$ cat src/rtl/icache_refill_unit_pkg.sv
// ----------------------------------------------------------------------------
// icache_refill_unit_pkg
// Shared configuration, request/response structs and FSM state type for the
// instruction cache refill engine.
//   ICACHE_LINE_WIDTH / LINE_W : refill line width in bits
//   PLEN / ADDR_W              : physical address width
//   ICACHE_REFILL_BEAT_WIDTH   : memory bus beat width
//   icache2mem_req_t           : line request from the icache miss path
//   mem2icache_rsp_t           : accept / line-delivery response to the icache
//   icache_refill_state_e      : refill FSM states
// ----------------------------------------------------------------------------
package icache_refill_unit_pkg;

  localparam int ICACHE_LINE_WIDTH        = 256;
  localparam int PLEN                     = 32;
  localparam int ICACHE_REFILL_BEAT_WIDTH = 64;

  localparam int LINE_W      = ICACHE_LINE_WIDTH;
  localparam int ADDR_W      = PLEN;
  localparam int BEAT_W      = ICACHE_REFILL_BEAT_WIDTH;
  localparam int BEATS       = LINE_W / BEAT_W;
  localparam int CNT_W       = $clog2(BEATS);
  localparam int LINE_OFFS_W = $clog2(LINE_W / 8);

  localparam logic [ADDR_W-1:0] LINE_OFFS_MASK = ADDR_W'((1 << LINE_OFFS_W) - 1);

  typedef struct packed {
    logic              valid;
    logic [ADDR_W-1:0] addr;
    logic              is_prefetch;
  } icache2mem_req_t;

  typedef struct packed {
    logic              ready;
    logic              valid;
    logic [LINE_W-1:0] data;
    logic              is_prefetch;
  } mem2icache_rsp_t;

  typedef enum logic [1:0] {
    IDLE = 2'd0,
    REQ  = 2'd1,
    RECV = 2'd2,
    RESP = 2'd3
  } icache_refill_state_e;

  // Burst start address: byte offset within the line cleared.
  function automatic logic [ADDR_W-1:0] line_align(input logic [ADDR_W-1:0] addr);
    return addr & ~LINE_OFFS_MASK;
  endfunction

endpackage

$ cat src/rtl/icache_refill_unit_if.sv
// ----------------------------------------------------------------------------
// icache_refill_unit_if
// Groups the icache-side request/response and the memory-bus read channel of
// the refill engine.
//   icache_req_i     : line request (valid, addr, is_prefetch)
//   icache_rsp_o     : ready (accept), valid (line delivered), data, is_prefetch
//   flush_i          : cancel outstanding refill
//   bus_req_valid_o  / bus_req_ready_i : burst read request handshake
//   bus_req_addr_o   : line-aligned burst start address
//   bus_req_len_o    : burst length minus one
//   bus_rsp_valid_i  / bus_rsp_data_i  : return beats, no backpressure
// Modport slave is the refill engine, master is the icache/bus side.
// ----------------------------------------------------------------------------
interface icache_refill_unit_if;
  import icache_refill_unit_pkg::*;

  icache2mem_req_t     icache_req_i;
  mem2icache_rsp_t     icache_rsp_o;
  logic                flush_i;
  logic                bus_req_valid_o;
  logic                bus_req_ready_i;
  logic [ADDR_W-1:0]   bus_req_addr_o;
  logic [7:0]          bus_req_len_o;
  logic                bus_rsp_valid_i;
  logic [BEAT_W-1:0]   bus_rsp_data_i;

  modport slave (
    input  icache_req_i, flush_i, bus_req_ready_i, bus_rsp_valid_i, bus_rsp_data_i,
    output icache_rsp_o, bus_req_valid_o, bus_req_addr_o, bus_req_len_o
  );

  modport master (
    output icache_req_i, flush_i, bus_req_ready_i, bus_rsp_valid_i, bus_rsp_data_i,
    input  icache_rsp_o, bus_req_valid_o, bus_req_addr_o, bus_req_len_o
  );

endinterface

$ cat src/rtl/icache_refill_unit.sv
// ----------------------------------------------------------------------------
// icache_refill_unit
// Accepts one icache line request at a time, issues a single burst read,
// assembles the return beats into a full line and hands it back as a
// one-cycle response pulse. A flush cancels the delivery but never the bus
// transaction: the request handshake is completed and all beats are absorbed.
//   clk_i      : clock
//   rst_ni     : asynchronous active-low reset
//   refill_if  : icache request/response and memory bus (slave modport)
//
// state | meaning
// IDLE  | waiting for an icache request; ready follows valid & ~flush
// REQ   | burst request presented, held until bus_req_ready_i
// RECV  | collecting beats, beat 0 into the line LSBs
// RESP  | one-cycle line delivery, suppressed if killed or flushing
// ----------------------------------------------------------------------------
module icache_refill_unit
  import icache_refill_unit_pkg::*;
(
  input  logic               clk_i,
  input  logic               rst_ni,
  icache_refill_unit_if.slave refill_if
);

  localparam logic [CNT_W-1:0] LAST_BEAT = CNT_W'(BEATS - 1);
  localparam logic [7:0]       BURST_LEN = 8'(BEATS - 1);

  icache_refill_state_e r_state;
  icache_refill_state_e w_state_next;

  logic [ADDR_W-1:0] r_addr;
  logic              r_pref;
  logic              r_killed;
  logic [CNT_W-1:0]  r_beat_cnt;
  logic [LINE_W-1:0] r_line;

  logic w_accept;
  logic w_req_hs;
  logic w_beat;
  logic w_rsp_valid;
  logic w_bus_req_valid;
  logic w_kill;

  always_ff @(posedge clk_i or negedge rst_ni) begin
    if (!rst_ni) begin
      r_state <= IDLE;
    end else begin
      r_state <= w_state_next;
    end
  end

  always_comb begin
    w_state_next    = r_state;
    w_accept        = 1'b0;
    w_req_hs        = 1'b0;
    w_beat          = 1'b0;
    w_rsp_valid     = 1'b0;
    w_bus_req_valid = 1'b0;
    w_kill          = 1'b0;
    case (r_state)
      IDLE: begin
        w_accept = refill_if.icache_req_i.valid & ~refill_if.flush_i;
        if (w_accept) begin
          w_state_next = REQ;
        end
      end
      REQ: begin
        // Valid stays up until the handshake even when flushed.
        w_bus_req_valid = 1'b1;
        w_req_hs        = refill_if.bus_req_ready_i;
        w_kill          = refill_if.flush_i;
        if (w_req_hs) begin
          w_state_next = RECV;
        end
      end
      RECV: begin
        w_beat = refill_if.bus_rsp_valid_i;
        w_kill = refill_if.flush_i;
        if (w_beat && (r_beat_cnt == LAST_BEAT)) begin
          w_state_next = RESP;
        end
      end
      RESP: begin
        w_rsp_valid  = ~r_killed & ~refill_if.flush_i;
        w_state_next = IDLE;
      end
      default: begin
        w_state_next = IDLE;
      end
    endcase
  end

  always_ff @(posedge clk_i or negedge rst_ni) begin
    if (!rst_ni) begin
      r_addr     <= '0;
      r_pref     <= 1'b0;
      r_killed   <= 1'b0;
      r_beat_cnt <= '0;
      r_line     <= '0;
    end else begin
      if (w_accept) begin
        r_addr   <= line_align(refill_if.icache_req_i.addr);
        r_pref   <= refill_if.icache_req_i.is_prefetch;
        r_killed <= 1'b0;
      end
      if (w_kill) begin
        r_killed <= 1'b1;
      end
      if (w_req_hs) begin
        r_beat_cnt <= '0;
      end
      if (w_beat) begin
        for (int b = 0; b < BEATS; b++) begin
          if (r_beat_cnt == CNT_W'(b)) begin
            r_line[b*BEAT_W +: BEAT_W] <= refill_if.bus_rsp_data_i;
          end
        end
        r_beat_cnt <= r_beat_cnt + CNT_W'(1);
      end
    end
  end

  // Data and is_prefetch hold their last values; only valid qualifies them.
  assign refill_if.icache_rsp_o = '{ready:       w_accept,
                                    valid:       w_rsp_valid,
                                    data:        r_line,
                                    is_prefetch: r_pref};

  assign refill_if.bus_req_valid_o = w_bus_req_valid;
  assign refill_if.bus_req_addr_o  = r_addr;
  assign refill_if.bus_req_len_o   = BURST_LEN;

endmodule

$ cat src/flat_wrapper.sv
// flat-port wrapper written by rule: the top's interface ports become plain ports
module icache_refill_unit_flat import icache_refill_unit_pkg::*;
  (clk_i, rst_ni, refill_if_icache_req_i, refill_if_flush_i, refill_if_bus_req_ready_i, refill_if_bus_rsp_valid_i, refill_if_bus_rsp_data_i, refill_if_icache_rsp_o, refill_if_bus_req_valid_o, refill_if_bus_req_addr_o, refill_if_bus_req_len_o);
  icache_refill_unit_if refill_if_i ();
  input  logic clk_i;
  input  logic rst_ni;
  input wire logic [$bits(refill_if_i.icache_req_i)-1:0] refill_if_icache_req_i;
  input wire logic [$bits(refill_if_i.flush_i)-1:0] refill_if_flush_i;
  input wire logic [$bits(refill_if_i.bus_req_ready_i)-1:0] refill_if_bus_req_ready_i;
  input wire logic [$bits(refill_if_i.bus_rsp_valid_i)-1:0] refill_if_bus_rsp_valid_i;
  input wire logic [$bits(refill_if_i.bus_rsp_data_i)-1:0] refill_if_bus_rsp_data_i;
  output wire logic [$bits(refill_if_i.icache_rsp_o)-1:0] refill_if_icache_rsp_o;
  output wire logic [$bits(refill_if_i.bus_req_valid_o)-1:0] refill_if_bus_req_valid_o;
  output wire logic [$bits(refill_if_i.bus_req_addr_o)-1:0] refill_if_bus_req_addr_o;
  output wire logic [$bits(refill_if_i.bus_req_len_o)-1:0] refill_if_bus_req_len_o;
  assign refill_if_i.icache_req_i = refill_if_icache_req_i;
  assign refill_if_i.flush_i = refill_if_flush_i;
  assign refill_if_i.bus_req_ready_i = refill_if_bus_req_ready_i;
  assign refill_if_i.bus_rsp_valid_i = refill_if_bus_rsp_valid_i;
  assign refill_if_i.bus_rsp_data_i = refill_if_bus_rsp_data_i;
  assign refill_if_icache_rsp_o = refill_if_i.icache_rsp_o;
  assign refill_if_bus_req_valid_o = refill_if_i.bus_req_valid_o;
  assign refill_if_bus_req_addr_o = refill_if_i.bus_req_addr_o;
  assign refill_if_bus_req_len_o = refill_if_i.bus_req_len_o;
  icache_refill_unit u_core (.clk_i(clk_i), .rst_ni(rst_ni), .refill_if(refill_if_i));
endmodule
$ cat config.mk
export PLATFORM = sky130hd
export DESIGN_NAME = icache_refill_unit_flat
export DESIGN_NICKNAME = d
export VERILOG_FILES = /design/src/rtl/icache_refill_unit_pkg.sv /design/src/rtl/icache_refill_unit_if.sv /design/src/rtl/icache_refill_unit.sv /design/src/flat_wrapper.sv
export SDC_FILE = /design/constraint.sdc
export NUM_CORES = 1
export LEC_CHECK = 0
export CAP_MARGIN = 0
export CORE_UTILIZATION = 30
export CTS_BUF_LIST = sky130_fd_sc_hd__clkbuf_16
export DETAILED_ROUTE_END_ITERATION = 10
export PLACE_DENSITY = 0.55
export SLEW_MARGIN = 20
export SYNTH_ARGS = -nofsm -noshare
export SYNTH_HDL_FRONTEND = slang
export SYNTH_SLANG_ARGS = --single-unit
$ cat constraint.sdc
create_clock -name clk_i -period 2.07 [get_ports clk_i]
set_input_delay 0.414 -clock clk_i [delete_from_list [all_inputs] [get_ports clk_i]]
set_output_delay 0.414 -clock clk_i [all_outputs]
set_load 0.005 [all_outputs]
==> impl_metrics.json, run 1 <==
{
  "drt-wirelength-per-cell_um": 19.61,
  "worstHoldPathType": "in -> async",
  "power.total_w": 0.02787,
  "cpMaxStageDelayCell": "dfrtp_1",
  "period_share": 0.9659,
  "fmax_mhz": 500.2,
  "synth-seq-area-share": 0.5881,
  "fillerInstances": 3643,
  "pwr-share-comb": 0.433,
  "ios": 403,
  "tns_ns": 0,
  "clk_pin_slew_ns": 0.06,
  "internal_power_w": 0.02050,
  "syn_to_final_growth_pct": 45.45,
  "grt-ovfl-total": 0,
  "drv_cap": 0,
  "yosys.cell_types.count": 21,
  "multi_input_area_um2": 4459,
  "cts_tree": "yes",
  "route.antenna.remaining_nets": 0,
  "port_buffers": 384,
  "die_width_um": 204.5,
  "seqCellArea_um2": 7232,
  "min_period_ns": 1.999,
  "vias": 6988,
  "critical-path-top-delay-family": "buffers and inverters",
  "setup_viol": 0,
  "die-area_um2": 41800,
  "numClockSinks": 289,
  "synthCells": 651,
  "worst-path-buf-inv": 4,
  "status": "finished, final reports clean",
  "final_util": 0.4461,
  "vias_per_cell": 4.277,
  "rsz0062_at_grt": "true",
  "chipHeight_um": 204.5,
  "cp.required_ns": 2.47,
  "gp_congestion": 0.7307,
  "hold_viol_final": 0,
  "grt_pass1_wl_mm": 48.65,
  "synth_area_um2": 12300,
  "cpPeakStageDelay_ns": 0.40,
  "routed_wl_mm": 32.04,
  "cts_htree_levels": 2,
  "placed_cells": 1569,
  "powerDensity_nw_per_um2": 1558,
  "crit_chain": "inv_2 -> buf_4 -> ha_1 -> and2_4 -> buf_12 -> nand2_8 -> buf_12 -> mux2_4",
  "final_cell_mix": "clkdlybuf4s50_1, dfrtp_1, mux2_4",
  "layout_commonest_cell": "clkdlybuf4s50_1",
  "netSwitchingPower_w": 0.007368,
  "arrival_ns": 2.40,
  "power_frac_clock": 0.208,
  "yosys_warnings": 0,
  "drt_iter0_drc": 244,
  "cp_max_fo": 20,
  "place_hpwl_mm": 22.56,
  "grt_max_degree": 56,
  "synth_top_cell_by_area": "dfrtp_1",
  "synth_top_area_frac": 0.5881,
  "clockBufferDepth": 3,
  "fp-row-count": 73,
  "ys_top_cells_by_area": "dfrtp_1, mux2_4, mux2_2",
  "clk_latency_ns": 0.52,
  "critPathKind": "reg -> reg",
  "drt_pass1_iterations": 4,
  "grt_pass1_vias": 7596,
  "fin_cells": 1634,
  "core_area_um2": 40100,
  "grt_usage": 0.1536,
  "switching_share": 0.2644,
  "skew_ns": 0.01211,
  "remaining_drc_errors": 0,
  "peakVddDrop_v": 0.0007467,
  "cts_buffers": 34,
  "drive_above_1_share": 0.3481,
  "fin_nets": 1196,
  "seqPwrFrac": 0.359,
  "diodes": 0,
  "synth_area_per_cell_um2": 18.89,
  "cts_root_buf": "clkbuf_16",
  "worstSetupEndpointType": "register",
  "synth-seq-cells": 289,
  "start_util": 0.3067,
  "drv_slew": 0,
  "p_leak_nw": 8.654,
  "start_kind": "register",
  "grt_antenna_before_repair": 0,
  "cp_common_cell": "buf_12"
}
area by class of cell:
type,instances,area share
Tap cell,525,0.03673
Clock buffer,37,0.05177
Clock inverter,24,0.008255
Timing Repair Buffer,430,0.2485
Multi-Input combinational cell,324,0.2493
Sequential cell,289,0.4043
Inverter,5,0.001049
worst register-to-register path, cell delays in order, from the launching register on:
cell,delay (ns)
dfrtp_1,0.40
inv_2,0.05
buf_4,0.14
ha_1,0.23
and2_4,0.22
buf_12,0.15
nand2_8,0.13
buf_12,0.23
mux2_4,0.34
per-layer routing:
layer,vias up,GRT usage,wire length [um]
met4,0,0.05784,762
met3,47,0.04273,2162
met1,3574,0.2010,13970
met2,239,0.2409,15140
li1,3128,-,-
met5,-,0,0
synth_stat cells, drive strengths merged:
cell / number
dfrtp: 289
mux2: 286
buf: 44
ha: 9
inv: 5
nand2: 5
a21oi: 2
a22o: 2
conb: 2
a2111oi: 1
a221o: 1
and2: 1
nand2b: 1
nand3b: 1
nor2b: 1
nor3b: 1
power groups by stage:
| stage | clock network (W) | logic [W] | registers, W |
|---|---|---|---|
| 2_1_floorplan | 0 | 0.00510 | 0.0101 |
| 3_3_place_gp | 0 | 0.0121 | 0.00999 |
| 3_5_place_dp | 0 | 0.0122 | 0.0100 |
| 4_1_cts | 0.00600 | 0.0122 | 0.0100 |
| 5_1_grt | 0.00624 | 0.0128 | 0.0104 |
| 6_report | 0.00579 | 0.0121 | 0.0100 |
what timing repair did:
action / 4_1_cts / 5_1_grt
endpoints found under the setup margin: 3 / 7
cloned: 0 / 1
hold buffers: 1 / 0
setup buffers: 2 / 0
endpoints found under the hold margin: 39 / 0
gates resized for setup: 7 / 3
state kept, by name (all words and copies together), names as in the netlist:
| signal | cells |
|---|---|
| u_core.r_beat_cnt | 2 |
| u_core.r_killed | 1 |
| u_core.r_line | 256 |
| u_core.r_pref | 1 |
| u_core.r_state | 2 |
| u_core.refill_if.bus_req_addr_o | 27 |
kinds of logic after synthesis:
family | Yosys count | share of synthesized area
adder cells (fa/ha/maj) | 9 | 0.009158
AND/OR/NAND/NOR | 10 | 0.009769
flip-flops | 289 | 0.5881
other | 2 | 0.0006107
buffers and inverters | 49 | 0.05322
AO/OA/AOI/OAI | 6 | 0.003969
multiplexers | 286 | 0.3352
per-stage QoR:
stage / setup WS, ns / hold WS, ns / area, um^2
floorplan: 0.4179 / 0.1184 / 12340
global route: -0.02146 / 0.4182 / 17890
finish: 0.07063 / 0.4105 / 17890
detailed placement: -0.03088 / 0.3756 / 16750
CTS: 0.01256 / 0.3971 / 17850
global placement: -0.01344 / 0.3665 / 16750
worst paths after layout:
path,cells after the start,start,slack (ns),to
max,8,u_core.r_state[0],0.07,u_core.r_line[214]
min,2,rst_ni,0.41,u_core.r_line[22]
max reg2reg,8,u_core.r_state[0],0.07,u_core.r_line[214]
min reg2reg,1,u_core.r_line[0],0.50,u_core.r_line[0]
max in group asynchronous,3,rst_ni,0.96,u_core.r_line[166]
min in group clk_i,2,refill_if_icache_req_i[13],0.50,u_core.refill_if.bus_req_addr_o[12]
Power figures use the tool's default switching activity.
==> inputs of run 2 (changes only) <==
Settings changed: ABC_AREA set to 1, HOLD_SLACK_MARGIN set to 0.15, PLACE_DENSITY 0.55 to 0.56, SLEW_MARGIN 20 to unset.
==> run 2 against run 1 <==
Net effect: synthesized area fell by 4.4%; largest cell class unchanged; worst hold slack got worse by 0.070 ns; clock skew rose by 0.0091 ns; largest power group unchanged; final cell count rose by 22%.
==> impl_metrics.json, run 2 <==
{
  "cp_common_cell": "inv_2",
  "min_period_ns": 1.957,
  "vias_per_cell": 4.235,
  "yosys_warnings": 0,
  "fin_nets": 1570,
  "vias": 8465,
  "syn_to_final_growth_pct": 44.84,
  "gp_congestion": 0.7530,
  "synth_top_area_frac": 0.6150,
  "synth_compound_area_frac": 0.1639,
  "cpMaxStageDelayCell": "dfrtp_1",
  "synthAdderAreaFrac": 0.009577,
  "die-area_um2": 39990,
  "synthCells": 1078,
  "grt_pass1_vias": 8509,
  "design_area_um2": 17030,
  "grt_max_degree": 80,
  "grt_usage": 0.1590,
  "synth-seq-area-share": 0.6150,
  "cts_root_buf": "clkbuf_16",
  "seqCellArea_um2": 7232,
  "grt_pass1_wl_mm": 48.81,
  "fmax_mhz": 511.0,
  "clk_latency_ns": 0.54,
  "placed_area_um2": 15930,
  "cp_max_fo": 4,
  "arrival_ns": 1.54,
  "worstHoldPathType": "in -> async",
  "cts_tree": "yes",
  "numClockSinks": 289,
  "period_share": 0.9453,
  "critPathKind": "reg -> out",
  "largest_register_ffs": 256,
  "reg2reg_depth": 9,
  "synthSimpleGateAreaFrac": 0.1202,
  "grt-ovfl-total": 0,
  "fp-row-count": 72,
  "synth_area_um2": 11760,
  "yosys.cell_types.count": 18,
  "routed_wl_mm": 31.65,
  "crit_chain": "inv_2 -> ha_4 -> nand3_4 -> inv_2 -> clkdlybuf4s15_2",
  "synth_mux_area_frac": 0,
  "fin_cells": 1999,
  "drt_pass1_iterations": 5,
  "r2r_setup_slack_ns": 0.22,
  "drt_iter0_drc": 301,
  "start_util": 0.3043,
  "skew_ns": 0.02118,
  "synth-edff-count": 0,
  "worstSetupEndpointType": "primary output",
  "setup_viol": 0,
  "worstReg2RegEnd": "u_core.r_line[111]",
  "power.total_w": 0.02593,
  "drv_slew": 0,
  "remaining_drc_errors": 0,
  "status": "finished, final reports clean",
  "peakVddDrop_v": 0.0007897,
  "synth.top_cells.by_count": "nand2_1, dfrtp_1, o21ai_2",
  "fillerInstances": 3718,
  "grt_antenna_before_repair": 0,
  "drt-wirelength-per-cell_um": 15.83,
  "synth_top_flop_cell": "dfrtp_1",
  "rsz0062_at_grt": "false",
  "synth_xor_area_frac": 0,
  "hold_viol_final": 0,
  "final_cell_mix": "clkdlybuf4s50_1, nand2_1, dfrtp_1",
  "cts_buffers": 34,
  "reg2reg_from": "u_core.r_state[0]",
  "place_hpwl_mm": 22.19,
  "die_width_um": 200.0,
  "clockBufferDepth": 3,
  "cp.required_ns": 1.66,
  "route.antenna.remaining_nets": 0,
  "clk_pin_slew_ns": 0.05,
  "synth_top_family_by_area": "compound AO/OA/AOI/OAI gates",
  "regMostFlops": "u_core.r_line",
  "ys_top_cells_by_area": "dfrtp_1, o21ai_2, nand2_1",
  "synth_area_per_cell_um2": 10.91,
  "synth_top_cell_by_area": "dfrtp_1",
  "core_area_um2": 38650,
  "layout_commonest_cell": "clkdlybuf4s50_1",
  "ios": 403,
  "tns_ns": 0,
  "final_util": 0.4407,
  "yosysMostFrequentCell": "nand2_1",
  "cts_htree_levels": 2,
  "powerDensity_nw_per_um2": 1523,
  "start_kind": "register",
  "cpPeakStageDelay_ns": 0.42,
  "chipHeight_um": 200.0,
  "drv_cap": 0,
  "port_buffers": 384,
  "diodes": 0,
  "async_reset_ff_frac": 1.000,
  "placed_cells": 1937,
  "drive_above_1_share": 0.1715,
  "p_leak_nw": 7.930,
  "synth-seq-cells": 289,
  "multi_input_area_um2": 3545
}
[run 2: cell types whose count changed in the layout (fill, tap and decap cells not counted), sizes merged, moves of 4 or more]
cell,change
buf,-18
clkbuf,-4
clkinv,+5
inv,+65
mux2,-286
nand2,+356
o21ai,+259
[run 2: kinds of logic (layout without fill, tap and decap cells)]
family / Yosys count / in the layout
adder cells (fa/ha/maj): 9 / 9
flip-flops: 289 / 289
AO/OA/AOI/OAI: 259 / 259
buffers and inverters: 153 / 545
AND/OR/NAND/NOR: 366 / 366
other: 2 / 13
[run 2: how the worst max path moves through the flow]
stage          slack (ns)                     endpoint         startpoint  cells after the start
2_1_floorplan        0.57  refill_if_icache_rsp_o[258]  u_core.r_state[0]                      6
3_3_place_gp        -0.08  refill_if_icache_rsp_o[258]  refill_if_flush_i                      5
3_5_place_dp        -0.06  refill_if_icache_rsp_o[258]  refill_if_flush_i                      5
4_1_cts              0.04  refill_if_icache_rsp_o[258]  u_core.r_state[0]                      5
5_1_grt            0.0009  refill_if_icache_rsp_o[258]  u_core.r_state[0]                      5
6_report             0.11  refill_if_icache_rsp_o[258]  u_core.r_state[0]                      5
[run 2: cell type report]
cell class                      instances  area share
Sequential cell                       289      0.4246
Inverter                               75     0.01682
Timing Repair Buffer                  411      0.2504
Tap cell                              518     0.03805
Multi-Input combinational cell        647      0.2081
Clock inverter                         25     0.01197
Clock buffer                           34     0.04996
[run 2: metal layers]
layer	global-route usage	wire length [um]	up-vias
li1	-	-	4178
met1	0.1955	13240	3978
met2	0.2531	14860	261
met3	0.05830	2686	48
met4	0.06220	863	0
met5	0	0	-
[run 2: what timing repair did]
item | CTS | global route
cloned | 0 | 0
buffers inserted | 0 | 2
hold endpoints to repair | 289 | 0
resized for setup | 12 | 0
setup endpoints to repair | 3 | 1
hold buffers | 1 | 0
[run 2: critical path: cells and delay by family, from the launching register on]
kind,cells,cell delay (ns)
flops,1,0.42
buf+inv,3,0.38
fa+ha+maj,1,0.15
simple gates,1,0.08
[run 2: power breakdown]
part | total (W) | switching (W) | internal (W) | leakage, nW
clock network | 0.00573 | 0.00236 | 0.00337 | 0.542
logic | 0.0105 | 0.00418 | 0.00629 | 3.66
registers | 0.00973 | 0.00144 | 0.00829 | 3.73
total | 0.0259 | 0.00798 | 0.0179 | 7.93
[run 2: through the flow]
step,setup slack [ns],hold slack [ns]
after floorplan,0.5692,0.1184
after global placement,-0.08432,0.2869
after detailed placement,-0.05905,0.2904
after CTS,0.03642,0.3213
after global routing,0.0008535,0.3428
final,0.1132,0.3404
